[config.mk]
export PLATFORM = sky130hd
export DESIGN_NAME = seq_divider
export DESIGN_NICKNAME = d
export VERILOG_FILES = /design/src/rtl/div_pkg.sv /design/src/rtl/div_full_adder.sv /design/src/rtl/div_sub_stage.sv /design/src/rtl/seq_divider.sv
export SDC_FILE = /design/constraint.sdc
export NUM_CORES = 1
export LEC_CHECK = 0
export BUFFER_PORTS_ARGS = -buffer_cell sky130_fd_sc_hd__buf_2
export CAP_MARGIN = 10
export CELL_PAD_IN_SITES_DETAIL_PLACEMENT = 0
export CELL_PAD_IN_SITES_GLOBAL_PLACEMENT = 1
export CORE_MARGIN = 3
export CORE_UTILIZATION = 44
export DETAILED_ROUTE_END_ITERATION = 8
export PLACE_DENSITY = 0.92
export SLEW_MARGIN = 20
export SYNTH_ARGS = -nofsm -noshare
export SYNTH_HDL_FRONTEND = slang
export SYNTH_SLANG_ARGS = --single-unit
[constraint.sdc]
create_clock -name clk -period 34.1 [get_ports clk]
set_clock_uncertainty 0.15 [all_clocks]
set_input_delay 3.41 -clock clk [delete_from_list [all_inputs] [get_ports clk]]
set_output_delay 3.41 -clock clk [all_outputs]
set_load 0.02 [all_outputs]
[src/rtl/div_pkg.sv]
// Shared types and constants for the sequential restoring divider.
package div_pkg;

  localparam int DIV_WIDTH_DEFAULT = 64;

  // Divide-by-zero quotient is this bit replicated to the operand width (all ones).
  localparam logic DIV_DBZ_Q_FILL = 1'b1;

  typedef enum logic [2:0] {
    S_IDLE,
    S_PREP,
    S_ITER,
    S_FIX,
    S_DONE
  } div_state_e;

endpackage

[src/rtl/div_full_adder.sv]
// Single-bit full-adder cell used to build the ripple subtractor.
module div_full_adder (
  input  logic a,
  input  logic b,
  input  logic ci,
  output logic s,
  output logic co
);

  assign s  = a ^ b ^ ci;
  assign co = (a & b) | (ci & (a ^ b));

endmodule

[src/rtl/div_sub_stage.sv]
// WIDTH-bit ripple subtractor a - b computed as a + ~b + 1; cout = 1 means no borrow.
module div_sub_stage
  import div_pkg::*;
#(
  parameter int WIDTH = DIV_WIDTH_DEFAULT
) (
  input  logic [WIDTH-1:0] a,
  input  logic [WIDTH-1:0] b,
  output logic [WIDTH-1:0] diff,
  output logic             cout
);

  logic [WIDTH:0] carry;

  assign carry[0] = 1'b1;

  for (genvar i = 0; i < WIDTH; i++) begin : g_fa
    div_full_adder u_fa (
      .a  (a[i]),
      .b  (~b[i]),
      .ci (carry[i]),
      .s  (diff[i]),
      .co (carry[i+1])
    );
  end

  assign cout = carry[WIDTH];

endmodule

[src/rtl/seq_divider.sv]
// Multi-cycle restoring divider, one quotient bit per cycle, signed/unsigned,
// with a short path for a zero divisor.
//
// state  | meaning
// IDLE   | ready for a request; latch operands on accept
// PREP   | take absolute values, record result signs, load counter
// ITER   | shift-and-subtract, one quotient bit per cycle
// FIX    | apply sign fix-up, register results
// DONE   | result valid, held until out_ready
module seq_divider
  import div_pkg::*;
#(
  parameter int WIDTH = DIV_WIDTH_DEFAULT
) (
  input  logic             clk,
  input  logic             reset_n,
  input  logic             in_valid,
  output logic             in_ready,
  input  logic             is_signed,
  input  logic [WIDTH-1:0] dividend,
  input  logic [WIDTH-1:0] divisor,
  output logic             out_valid,
  input  logic             out_ready,
  output logic [WIDTH-1:0] quotient,
  output logic [WIDTH-1:0] remainder,
  output logic             div_by_zero
);

  localparam int CW = $clog2(WIDTH);
  localparam logic [WIDTH-1:0] ONE = WIDTH'(1);

  div_state_e state, state_nxt;

  logic [WIDTH-1:0] quo_q;
  logic [WIDTH-1:0] den_q;
  logic [WIDTH-1:0] rem_q;
  logic [CW-1:0]    cnt_q;
  logic             sgn_q;
  logic             neg_q;
  logic             neg_r;

  logic [WIDTH-1:0] quo_neg, den_neg, rem_neg;
  logic [WIDTH-1:0] rem_sh, trial;
  logic             no_borrow, take;

  assign quo_neg = ~quo_q + ONE;
  assign den_neg = ~den_q + ONE;
  assign rem_neg = ~rem_q + ONE;

  assign rem_sh = {rem_q[WIDTH-2:0], quo_q[WIDTH-1]};

  div_sub_stage #(.WIDTH(WIDTH)) u_sub (
    .a    (rem_sh),
    .b    (den_q),
    .diff (trial),
    .cout (no_borrow)
  );

  // The bit shifted out of rem_q is the (WIDTH+1)-th remainder bit; when set,
  // the shifted remainder exceeds any divisor and the wrapped difference is exact.
  assign take = rem_q[WIDTH-1] | no_borrow;

  always_ff @(posedge clk) begin
    if (!reset_n) state <= S_IDLE;
    else          state <= state_nxt;
  end

  always_comb begin
    state_nxt = state;
    in_ready  = 1'b0;
    out_valid = 1'b0;
    case (state)
      S_IDLE: begin
        in_ready = 1'b1;
        if (in_valid) state_nxt = (divisor == '0) ? S_DONE : S_PREP;
      end
      S_PREP: state_nxt = S_ITER;
      S_ITER: if (cnt_q == '0) state_nxt = S_FIX;
      S_FIX:  state_nxt = S_DONE;
      S_DONE: begin
        out_valid = 1'b1;
        if (out_ready) state_nxt = S_IDLE;
      end
      default: state_nxt = S_IDLE;
    endcase
  end

  always_ff @(posedge clk) begin
    if (!reset_n) begin
      quo_q       <= '0;
      den_q       <= '0;
      rem_q       <= '0;
      cnt_q       <= '0;
      sgn_q       <= 1'b0;
      neg_q       <= 1'b0;
      neg_r       <= 1'b0;
      quotient    <= '0;
      remainder   <= '0;
      div_by_zero <= 1'b0;
    end else begin
      case (state)
        S_IDLE: begin
          if (in_valid) begin
            quo_q <= dividend;
            den_q <= divisor;
            sgn_q <= is_signed;
            if (divisor == '0) begin
              quotient    <= {WIDTH{DIV_DBZ_Q_FILL}};
              remainder   <= dividend;
              div_by_zero <= 1'b1;
            end
          end
        end
        S_PREP: begin
          quo_q <= (sgn_q && quo_q[WIDTH-1]) ? quo_neg : quo_q;
          den_q <= (sgn_q && den_q[WIDTH-1]) ? den_neg : den_q;
          neg_q <= sgn_q & (quo_q[WIDTH-1] ^ den_q[WIDTH-1]);
          neg_r <= sgn_q & quo_q[WIDTH-1];
          rem_q <= '0;
          cnt_q <= CW'(WIDTH - 1);
        end
        S_ITER: begin
          rem_q <= take ? trial : rem_sh;
          quo_q <= {quo_q[WIDTH-2:0], take};
          if (cnt_q != '0) cnt_q <= cnt_q - CW'(1);
        end
        S_FIX: begin
          quotient    <= neg_q ? quo_neg : quo_q;
          remainder   <= neg_r ? rem_neg : rem_q;
          div_by_zero <= 1'b0;
        end
        default: ;
      endcase
    end
  end

endmodule
### After elaboration in Yosys (flattened, before gate mapping)

Index checks and enable logic that the tools add are counted.
W data, S select, Z words.

| operators by class | value |
|---|---|
| $add $sub $neg | 4 |
| equal/unequal tests | 11 |
| mux-type cells | 28 |
| bitwise logic cells | 390 |
| reduce and logical (&&, ||, !) cells | 16 |

Operators with widths:

| kind | number |
|---|---|
| $mux W64 | 11 |
| $pmux W64 S2 | 4 |
| $add A64 B1 Y64 const B | 3 |
| $not A64 Y64 | 3 |
| $pmux W64 S3 | 1 |
| $and A1 B1 Y1 | 129 |
| $xor A1 B1 Y1 | 128 |
| $not A1 Y1 | 65 |
| $or A1 B1 Y1 | 65 |
| $logic_not A64 Y1 | 1 |
| $pmux W3 S5 | 1 |
| $ne A2 B2 Y1 const B | 7 |
| $mux W3 | 4 |
| $pmux W6 S2 | 1 |
| $reduce_and A3 Y1 | 4 |
| $eq A3 B2 Y1 const B | 2 |
| $logic_not A6 Y1 | 1 |
| $mux W6 | 1 |
| $reduce_bool A2 Y1 | 3 |
| $reduce_bool A6 Y1 | 1 |
| $sub A6 B1 Y6 const B | 1 |
| $mux W1 | 4 |
| $reduce_and A2 Y1 | 2 |
| $eq A3 B1 Y1 const B | 1 |
| 5 further kinds | 6 |

| word-level totals | value |
|---|---|
| bits in registers | 333 |
| input port bits | 133 |
| word-level logic and storage cells | 460 |

### Depth between registers and ports, before layout

Gate-level depths: netlist (run 1).

| logic depth | value |
|---|---|
| depth in word-level cells | 132 |
| mapped depth | 79 |
| gate-level depth less buffers | 75 |

### Hierarchy

Synthesis (run 1) repeated with hierarchy kept, for this count alone.

| second synthesis, totals | value |
|---|---|
| cells, all modules | 2852 |
| area total of the unflattened synthesis | 21360.5 sq um |

Modules (own cells, without submodules):

| module | instances | cells each | area each (sq um) | seq. area each (sq um) |
|---|---|---|---|---|
| seq_divider | 1 | 2723 | 19835.3 | 6666.4 |
| div_full_adder | 64 | 1 | 20.0 | 0.0 |
| div_sub_stage | 1 | 65 | 244.0 | 0.0 |

### Worst setup path before layout (run 1)

Ideal clock, no wire load.

| timing path | value |
|---|---|
| kind | reg2reg |
| start point | reg quo_q[63] |
| end point | reg rem_q[31] |
| data arrival time | 25179 ps |
| required time | 33822 ps |
| setup slack | 8644 ps |
| stages on the path, launching flop included | 80 |
| buffers on the path | 4 |
| cell sequence | dfxtp_1 -> clkbuf_1 -> inv_1 -> ha_1 -> inv_1 -> fa_1 -> inv_1 -> fa_1 -> inv_1 -> fa_1 -> fa_1 -> fa_1 -> fa_1 -> fa_1 -> inv_1 -> fa_1 -> fa_1 -> inv_1 -> [... 44 more ...] -> fa_1 -> fa_1 -> fa_1 -> fa_1 -> fa_1 -> fa_1 -> fa_1 -> fa_1 -> fa_1 -> fa_1 -> or2_2 -> clkbuf_1 -> clkbuf_1 -> clkbuf_1 -> nand2_1 -> a21oi_1 -> a21oi_1 -> nor2_1 |

| on the way | value |
|---|---|
| word-level cells in the longest chain between the ends | 131 |
| elaborated cells on any way between the ends | 133 |
| classes of those cells | mux: 2; bitwise: 131 |

RTL lines:

| what | line | RTL |
|---|---|---|
| start: declaration | seq_divider.sv:34 | `logic [WIDTH-1:0] quo_q;` |
| start signal: assignment | seq_divider.sv:104 | `quo_q <= dividend;` |
| start signal: assignment | seq_divider.sv:115 | `quo_q <= (sgn_q && quo_q[WIDTH-1]) ? quo_neg : quo_q;` |
| start signal: assignment | seq_divider.sv:124 | `quo_q <= {quo_q[WIDTH-2:0], take};` |
| $and A1 B1 Y1 / $xor A1 B1 Y1 (equally long branches) | div_full_adder.sv:11 | `assign co = (a & b) \| (ci & (a ^ b));` |
| $or A1 B1 Y1 (*) | div_full_adder.sv:11 |  |
| $and A1 B1 Y1 (*) | div_full_adder.sv:11 |  |
| $or A1 B1 Y1 (*) | div_full_adder.sv:11 |  |
| $and A1 B1 Y1 (*) | div_full_adder.sv:11 |  |
| $or A1 B1 Y1 (*) | div_full_adder.sv:11 |  |
| $and A1 B1 Y1 (*) | div_full_adder.sv:11 |  |
| $or A1 B1 Y1 (*) | div_full_adder.sv:11 |  |
| [... 115 more ...] | -- |  |
| $or A1 B1 Y1 | div_full_adder.sv:11 |  |
| $and A1 B1 Y1 | div_full_adder.sv:11 |  |
| $or A1 B1 Y1 | div_full_adder.sv:11 |  |
| $and A1 B1 Y1 | div_full_adder.sv:11 |  |
| $or A1 B1 Y1 | div_full_adder.sv:11 |  |
| $or A1 B1 Y1 | seq_divider.sv:61 | `assign take = rem_q[WIDTH-1] \| no_borrow;` |
| $mux W64 (*) | seq_divider.sv:123 | `rem_q <= take ? trial : rem_sh;` |
| $pmux W64 S2 (*) | seq_divider.sv:101 | `case (state)` |
| end signal: assignment | seq_divider.sv:123 |  |
| end: declaration | seq_divider.sv:36 | `logic [WIDTH-1:0] rem_q;` |

Mark *: on every way between the ends. The rest lies on a longest branch, timed or not.
A chain may end at the register's enable or synchronous reset.

### Final worst setup path (run 1)

| timing path | value |
|---|---|
| start point | reg quo_q[63] |
| end point | reg quo_q[0] |

| on the way | value |
|---|---|
| word-level cells in the longest chain between the ends | 130 |
| elaborated cells on any way between the ends | 134 |
| classes of those cells | eq/ne: 1; mux: 1; bitwise: 130; reduce/logical: 2 |

RTL lines:

| what | line |
|---|---|
| $and A1 B1 Y1 / $xor A1 B1 Y1 (equally long branches) | div_full_adder.sv:11 |
| $or A1 B1 Y1 | div_full_adder.sv:11 |
| $and A1 B1 Y1 | div_full_adder.sv:11 |
| $or A1 B1 Y1 | div_full_adder.sv:11 |
| $and A1 B1 Y1 | div_full_adder.sv:11 |
| $or A1 B1 Y1 | div_full_adder.sv:11 |
| $and A1 B1 Y1 | div_full_adder.sv:11 |
| $or A1 B1 Y1 | div_full_adder.sv:11 |
| [... 114 more ...] | -- |
| $and A1 B1 Y1 | div_full_adder.sv:11 |
| $or A1 B1 Y1 | div_full_adder.sv:11 |
| $and A1 B1 Y1 | div_full_adder.sv:11 |
| $or A1 B1 Y1 | div_full_adder.sv:11 |
| $and A1 B1 Y1 | div_full_adder.sv:11 |
| $or A1 B1 Y1 | div_full_adder.sv:11 |
| $or A1 B1 Y1 | seq_divider.sv:61 |
| $pmux W64 S3 | seq_divider.sv:101 |

Parallel ways exist; a longest one is shown, timed or not.

==> flow_summary_export.csv, run 1 <==
group,metric,value,unit
final_layout,finish.net_count,3031,
sta,setup_ws,7.15,ns
critical_path,critPathLaunchType,"flop",
critical_path,crit_path_frequent_cell,"fa_1",
critical_path,critPathCaptureType,"flop",
clock_network,cts_post_setup_buffers_inserted,0,
detailed_routing,drtAntennaViolNets,0,
final_layout,final_util,0.506,
sta,max_clock_freq,37.1,MHz
synth,ys_dominant_reg_cell,"dfxtp_1",
sta,final_min_period_over_clock_period,0.790,
clock_network,postCtsHoldBufs,0,
floorplanning,coreArea,46900,sq um
hold_path,hold_path_startpoint,"remainder[23]",
floorplanning,initial_core_util,0.448,
critical_path,critical-path-max-stage-delay,0.49,ns
final_layout,n_fill_cell,4569,
sta,final-hold-violation-count,0,
clock_network,cts-root-to-sink-buffers,3,
synth,synth.lib_cells_used.distinct,82,
final_layout,num_antenna_cells,0,
clock_network,numCtsBuffers,39,
power,total_leakage_power,0.00902,uW
final_layout,layout.cell_area.non_filler,23700,sq um
placement,port-buffer-count,263,
detailed_routing,postRouteWirelength,76500,um
placement,place_area,22400,sq um
final_layout,final-instance-count-excl-fill,3465,
floorplanning,floorplan.die.width,225,um
synth,synth_enable_flop_cells,0,
floorplanning,floorplan.die_area,50400,sq um
placement,globalplace.congestion,0.934,
detailed_routing,wl_per_cell,22.1,um
critical_path,worstReg2RegStart,"quo_q[63]",
global_route,maximum_number_of_pins_on_one_net_before_global_route_repair,98,
power,ir_worst_vdd,34.3,uV
clock_network,cts_tree,"done",
status,outcome,"finished with violations",
detailed_routing,num_vias,22200,
detailed_routing,route.detailed.drc,4,
sta,timing.slew.headroom,0.298,
synth,yosys_warnings,0,
clock_network,post_cts_resized,0,
critical_path,worst-endpoint-required,34.36,ns
sta,drv_slew,0,
global_route,globalRouteTotalUtil,0.291,
synth,syn-instance-count,2751,
floorplanning,boundaryPins,264,
status,violations,"design-rule violations",
sta,final_min_period,26.95,ns
critical_path,cpMaxStageDelayCell,"buf_4",
clock_network,clkSlewWorstSetupHoldPaths,0.06,ns
sta,rsz0062_at_grt,"false",
sta,setup-tns-final,0,ns
global_route,first_global_vias,20500,
critical_path,timing.critical_path.fanout_max,46,
run,maxCapViolCount,0,
detailed_routing,drt_iter0_drc,2809,
synth,synthesis.area_per_instance,7.64,sq um
final_layout,area_growth_syn_to_layout,12.9,%
power,p_per_area,57.5,nW/um^2
placement,dp_hpwl,52900,um
global_route,overflow,0,
synth,synth.ff_latch_count,333,
placement,place_inst,3395,
sta,setup_viol,0,
clock_network,clock_sink_count,333,
detailed_routing,routed_via_density,6.40,
clock_network,insertion_delay,0.57,ns
clock_network,clock_tree.root_cell,"clkbuf_16",
critical_path,crit_path_start,"quo_q[63]",
synth,combined_area_of_all_synthesized_cells,21000,sq um
clock_network,htreeDepth,2,
critical_path,crit_arrival,27.21,ns
hold_path,hp-class,"reg2reg",
synth,synth.yosys.seq_area_share,0.317,
synth,synth_async_sr_flop_share,0,
floorplanning,rows,79,
global_route,grt_first_pass_wirelength,118000,um
floorplanning,die_y_extent,225,um
sta,timing_worst_slew_pin_value,1.05,ns
final_layout,final_layout_size_suffix_gt1_frac,0.143,
synth,synthesis.nets,2953,
detailed_routing,drtPass1Iterations,9,
global_route,antenna_found_initial,0,
placement,place_ws,7.46,ns
critical_path,critical_path_start_end_classification,"reg2reg",
## cells in the mapped netlist, types with 8 or more instances
master | instances | area [sq um]
a22oi_1 | 44 | 330
a21oi_1 | 299 | 1500
nor3b_1 | 8 | 60.1
a311oi_1 | 20 | 175
or3_1 | 32 | 200
o32ai_1 | 8 | 70.1
a31oi_1 | 42 | 263
buf_1 | 21 | 78.8
inv_1 | 81 | 304
mux2i_1 | 27 | 270
nand2_1 | 302 | 1130
nor3_1 | 81 | 405
o22ai_1 | 42 | 263
a211oi_1 | 19 | 143
fa_1 | 63 | 1260
o41ai_1 | 24 | 210
clkbuf_1 | 232 | 871
o211a_1 | 9 | 90.1
and3_1 | 23 | 144
dfxtp_1 | 333 | 6670
or2_2 | 12 | 75.1
nor4_1 | 60 | 375
a222oi_1 | 20 | 200
a22o_1 | 11 | 96.3
o221ai_1 | 13 | 114
and2_1 | 9 | 56.3
or4_1 | 33 | 248
a221oi_1 | 13 | 114
nor2_1 | 247 | 927
o211ai_1 | 11 | 82.6
xor2_1 | 64 | 561
nand3_1 | 90 | 450
o31ai_1 | 47 | 353
o31a_1 | 17 | 149
o21ai_0 | 181 | 906
xnor2_1 | 52 | 455
nand4_1 | 31 | 194
nand2b_1 | 14 | 87.6
## worst paths after layout
kind         slack, ns            end  depth (start not counted)
min               0.30  remainder[23]                          2
min reg2reg       0.30  remainder[23]                          2
max reg2reg       7.15       quo_q[0]                         75
max               7.15       quo_q[0]                         75
## registers in the layout, summed over array words and instances (netlist names)
register and count:
div_by_zero 1, quo_q 64, neg_q 1, sgn_q 1
quotient 64, cnt_q 6, neg_r 1, remainder 64
den_q 64, rem_q 64, state 3
## cells by family after synthesis
| group | after synthesis | share of synthesized area |
|---|---|---|
| xor+xnor | 116 | 0.0484 |
| mux | 29 | 0.0139 |
| buf+inv | 341 | 0.0621 |
| simple gates | 976 | 0.223 |
| compound gates | 887 | 0.272 |
| fa+ha+maj | 69 | 0.0636 |
| flops | 333 | 0.317 |
## per-stage QoR
stage               power, uW  hold WS, ns
floorplan                 793        0.310
global placement          912        0.291
detailed placement        921        0.291
CTS                      1360        0.299
global route             1430        0.313
finish                   1360        0.297
## per-layer routing
| layer | track usage | routed length (um) |
|---|---|---|
| met3 | 0.0512 | 7450 |
| met4 | 0.107 | 2780 |
| met1 | 0.411 | 32300 |
| met5 | 0 | 0 |
| met2 | 0.448 | 33900 |
## power breakdown
part / total [uW] / leakage (uW) / switching, uW / internal, uW
combinational: 437 / 0.00567 / 293 / 144
clock: 440 / 0.000644 / 178 / 262
sequential: 488 / 0.00271 / 59.6 / 428
total: 1360 / 0.00902 / 531 / 834
## critical path: cells and delay by family, from the launching register on
| kind | cells | cell delay [ns] |
|---|---|---|
| compound gates | 2 | 0.31 |
| fa+ha+maj | 64 | 24.36 |
| buf+inv | 7 | 1.03 |
| flops | 1 | 0.44 |
| simple gates | 2 | 0.46 |
## cell usage in the layout (no fill, tap or decap), types with 13 or more instances in the layout
master / synthesis / layout
a222oi_1: 20 / 20
and3_1: 23 / 23
xor2_1: 64 / 64
inv_1: 81 / 81
dfxtp_1: 333 / 331
nand2b_1: 14 / 14
o31ai_1: 47 / 47
a221oi_1: 13 / 13
mux2i_1: 27 / 27
nor3_1: 81 / 81
nand2_1: 302 / 299
nand3_1: 90 / 90
fa_1: 63 / 63
or3_1: 32 / 32
buf_2: 2 / 262
o21ai_0: 181 / 181
nor4_1: 60 / 59
o22ai_1: 42 / 42
o41ai_1: 24 / 24
nor2_1: 247 / 244
a22oi_1: 44 / 44
o31a_1: 17 / 17
clkbuf_16: 0 / 40
a31oi_1: 42 / 42
a311oi_1: 20 / 20
a21oi_1: 299 / 298
xnor2_1: 52 / 52
buf_4: 0 / 33
a211oi_1: 19 / 19
nand4_1: 31 / 31
or4_1: 33 / 33
o221ai_1: 13 / 13
## cell type report
cell class                 instances  area (sq um)  share of cell area
timing repair buffer             295          1560              0.0657
tap                              607           759              0.0320
clock buffer                      58          1140              0.0480
multi-input combinational       2077         13100               0.552
clock inverter                    12           178             0.00749
sequential                       333          6670               0.281
inverter                          83           314              0.0132
No activity file was read; power rests on OpenSTA's default activity.
==> run 2: changes to the inputs <==
Settings changed: CORE_UTILIZATION 44 to 39, PLACE_DENSITY 0.92 to 0.87.
Clock period 34.1 ns to 23 ns, I/O delays scaled along.
==> run 2 against run 1 <==
The run ends with negative setup slack left. Setup slack worse by 7.7 ns. Worst hold slack better by 0.034 ns. Routed wire length up 5.5%. Largest power group unchanged. Highest routed layer is now met5.
==> flow_summary_export.csv, run 2 (synthesis results as in run 1) <==
group,metric,value,unit
status,outcome,"finished with violations",
status,violations,"negative setup slack",
sta,max_clock_freq,42.4,MHz
critical_path,crit_path_frequent_cell,"fa_2",
sta,setup_ws,-0.588,ns
global_route,globalRouteTotalUtil,0.269,
detailed_routing,wl_per_cell,22.6,um
clock_network,postCtsHoldBufs,0,
floorplanning,boundaryPins,264,
critical_path,crit_arrival,23.84,ns
final_layout,most-common-layout-cells,"dfxtp_1, a21oi_1, nand2_1",
final_layout,final-instance-count-excl-fill,3577,
global_route,first_global_vias,20400,
critical_path,worst-endpoint-required,23.25,ns
clock_network,clock_sink_count,333,
hold_path,hp-class,"reg2reg",
placement,dp_hpwl,54500,um
clock_network,cts-root-to-sink-buffers,3,
clock_network,numCtsBuffers,40,
sta,drv_slew,0,
sta,timing.slew.headroom,0.260,
floorplanning,floorplan.die_area,56700,sq um
sta,final-hold-violation-count,0,
final_layout,final_util,0.466,
run,maxCapViolCount,0,
detailed_routing,num_vias,22500,
global_route,antenna_found_initial,1,
critical_path,cpMaxStageDelayCell,"dfxtp_4",
floorplanning,floorplan.die.width,238,um
sta,rsz0062_at_grt,"true",
critical_path,critical-path-max-stage-delay,0.37,ns
sta,setup_viol,65,
sta,final_min_period,23.59,ns
critical_path,critical_path_start_end_classification,"reg2reg",
detailed_routing,route.detailed.drc,0,
floorplanning,initial_core_util,0.397,
clock_network,htreeDepth,2,
final_layout,finish.net_count,3060,
floorplanning,coreArea,53000,sq um
detailed_routing,drtPass1Iterations,6,
power,p_total,2100,uW
sta,timing_worst_slew_pin_value,1.11,ns
global_route,overflow,0,
floorplanning,die_y_extent,238,um
power,total_leakage_power,0.00928,uW
global_route,maximum_number_of_pins_on_one_net_before_global_route_repair,100,
clock_network,insertion_delay,0.57,ns
placement,globalplace.congestion,0.947,
critical_path,timing.critical_path.fanout_max,14,
sta,final_min_period_over_clock_period,1.03,
detailed_routing,postRouteWirelength,80700,um
final_layout,final_layout_size_suffix_gt1_frac,0.189,
final_layout,num_antenna_cells,0,
detailed_routing,drtAntennaViolNets,0,
clock_network,clock_tree.root_cell,"clkbuf_16",
placement,port-buffer-count,263,
final_layout,layout.cells.most_common,"dfxtp_1",
floorplanning,rows,84,
placement,place_inst,3487,
detailed_routing,routed_via_density,6.28,
global_route,grt_first_pass_wirelength,122000,um
critical_path,critPathLaunchType,"flop",
final_layout,area_growth_syn_to_layout,17.5,%
detailed_routing,drt_iter0_drc,2762,
clock_network,clkSlewWorstSetupHoldPaths,0.06,ns
clock_network,cts_tree,"done",
critical_path,critPathCaptureType,"flop",
power,p_per_area,85.0,nW/um^2
power,ir_worst_vdd,52.4,uV
[run 2: cell types whose count changed in the layout (fill, tap and decap cells not counted), moves of 5 or more]
| cell | change |
|---|---|
| inv_1 | -6 |
| nand2_1 | -19 |
| fa_2 | +63 |
| clkbuf_1 | -8 |
| fa_1 | -63 |
| a21oi_1 | -5 |
| inv_2 | +6 |
| nand2_2 | +17 |
| buf_4 | +9 |
| a21oi_2 | +5 |
[run 2: metal layers]
metal  up-vias  track usage  part of all wire
li1      10300            -                 -
met4         2       0.0957             0.038
met2      1306        0.414              0.44
met1     10700        0.381              0.42
met5         -            0           0.00016
met3       188       0.0433             0.093
[run 2: worst paths after layout]
check,start,end,slack [ns],depth (start not counted)
worst max-delay path,den_q[0],rem_q[37],-0.59,75
worst min-delay path,remainder[0],remainder[0],0.33,2
worst max register to register,den_q[0],rem_q[37],-0.59,75
worst min register to register,remainder[0],remainder[0],0.33,2
[run 2: cell type report]
type                       instances  area [sq um]
clock inverter                    21           313
sequential                       333          6670
multi-input combinational       2077         13400
clock buffer                      52          1140
tap                              688           861
inverter                          83           314
fill                            5186         28300
timing repair buffer             323          2020
[run 2: repair_timing]
item,4_1_cts,5_1_grt
pin swaps,4,12
setup endpoints to repair,65,65
gates resized for setup,14,42
setup buffers,4,2
gates cloned,6,5
[run 2: per-stage QoR]
stage                     setup TNS [ns]  hold slack, ns  cell area (sq um)  setup slack [ns]
final                             -30.16           0.330              24700            -0.588
after global placement            -16.77           0.314              22800            -0.295
after detailed placement          -25.71           0.321              22800            -0.452
after floorplan                        0           0.310              21200            0.0130
after global routing              -63.24           0.353              24700             -1.08
after CTS                         -21.75           0.334              24400            -0.362
[run 2: worst max-delay path: cells and delay by family, from the launching register on]
kind	cells	cell delay, ns
AOI/OAI and AO/OA	2	0.31
adders and majority gates	64	21.60
buffers and inverters	6	0.53
DFF	1	0.37
and+or+nand+nor	3	0.43
[run 2: power breakdown]
group	internal (uW)	switching, uW	leakage (uW)
clock	429	276	0.000716
combinational	223	449	0.00585
sequential	635	85.7	0.00271
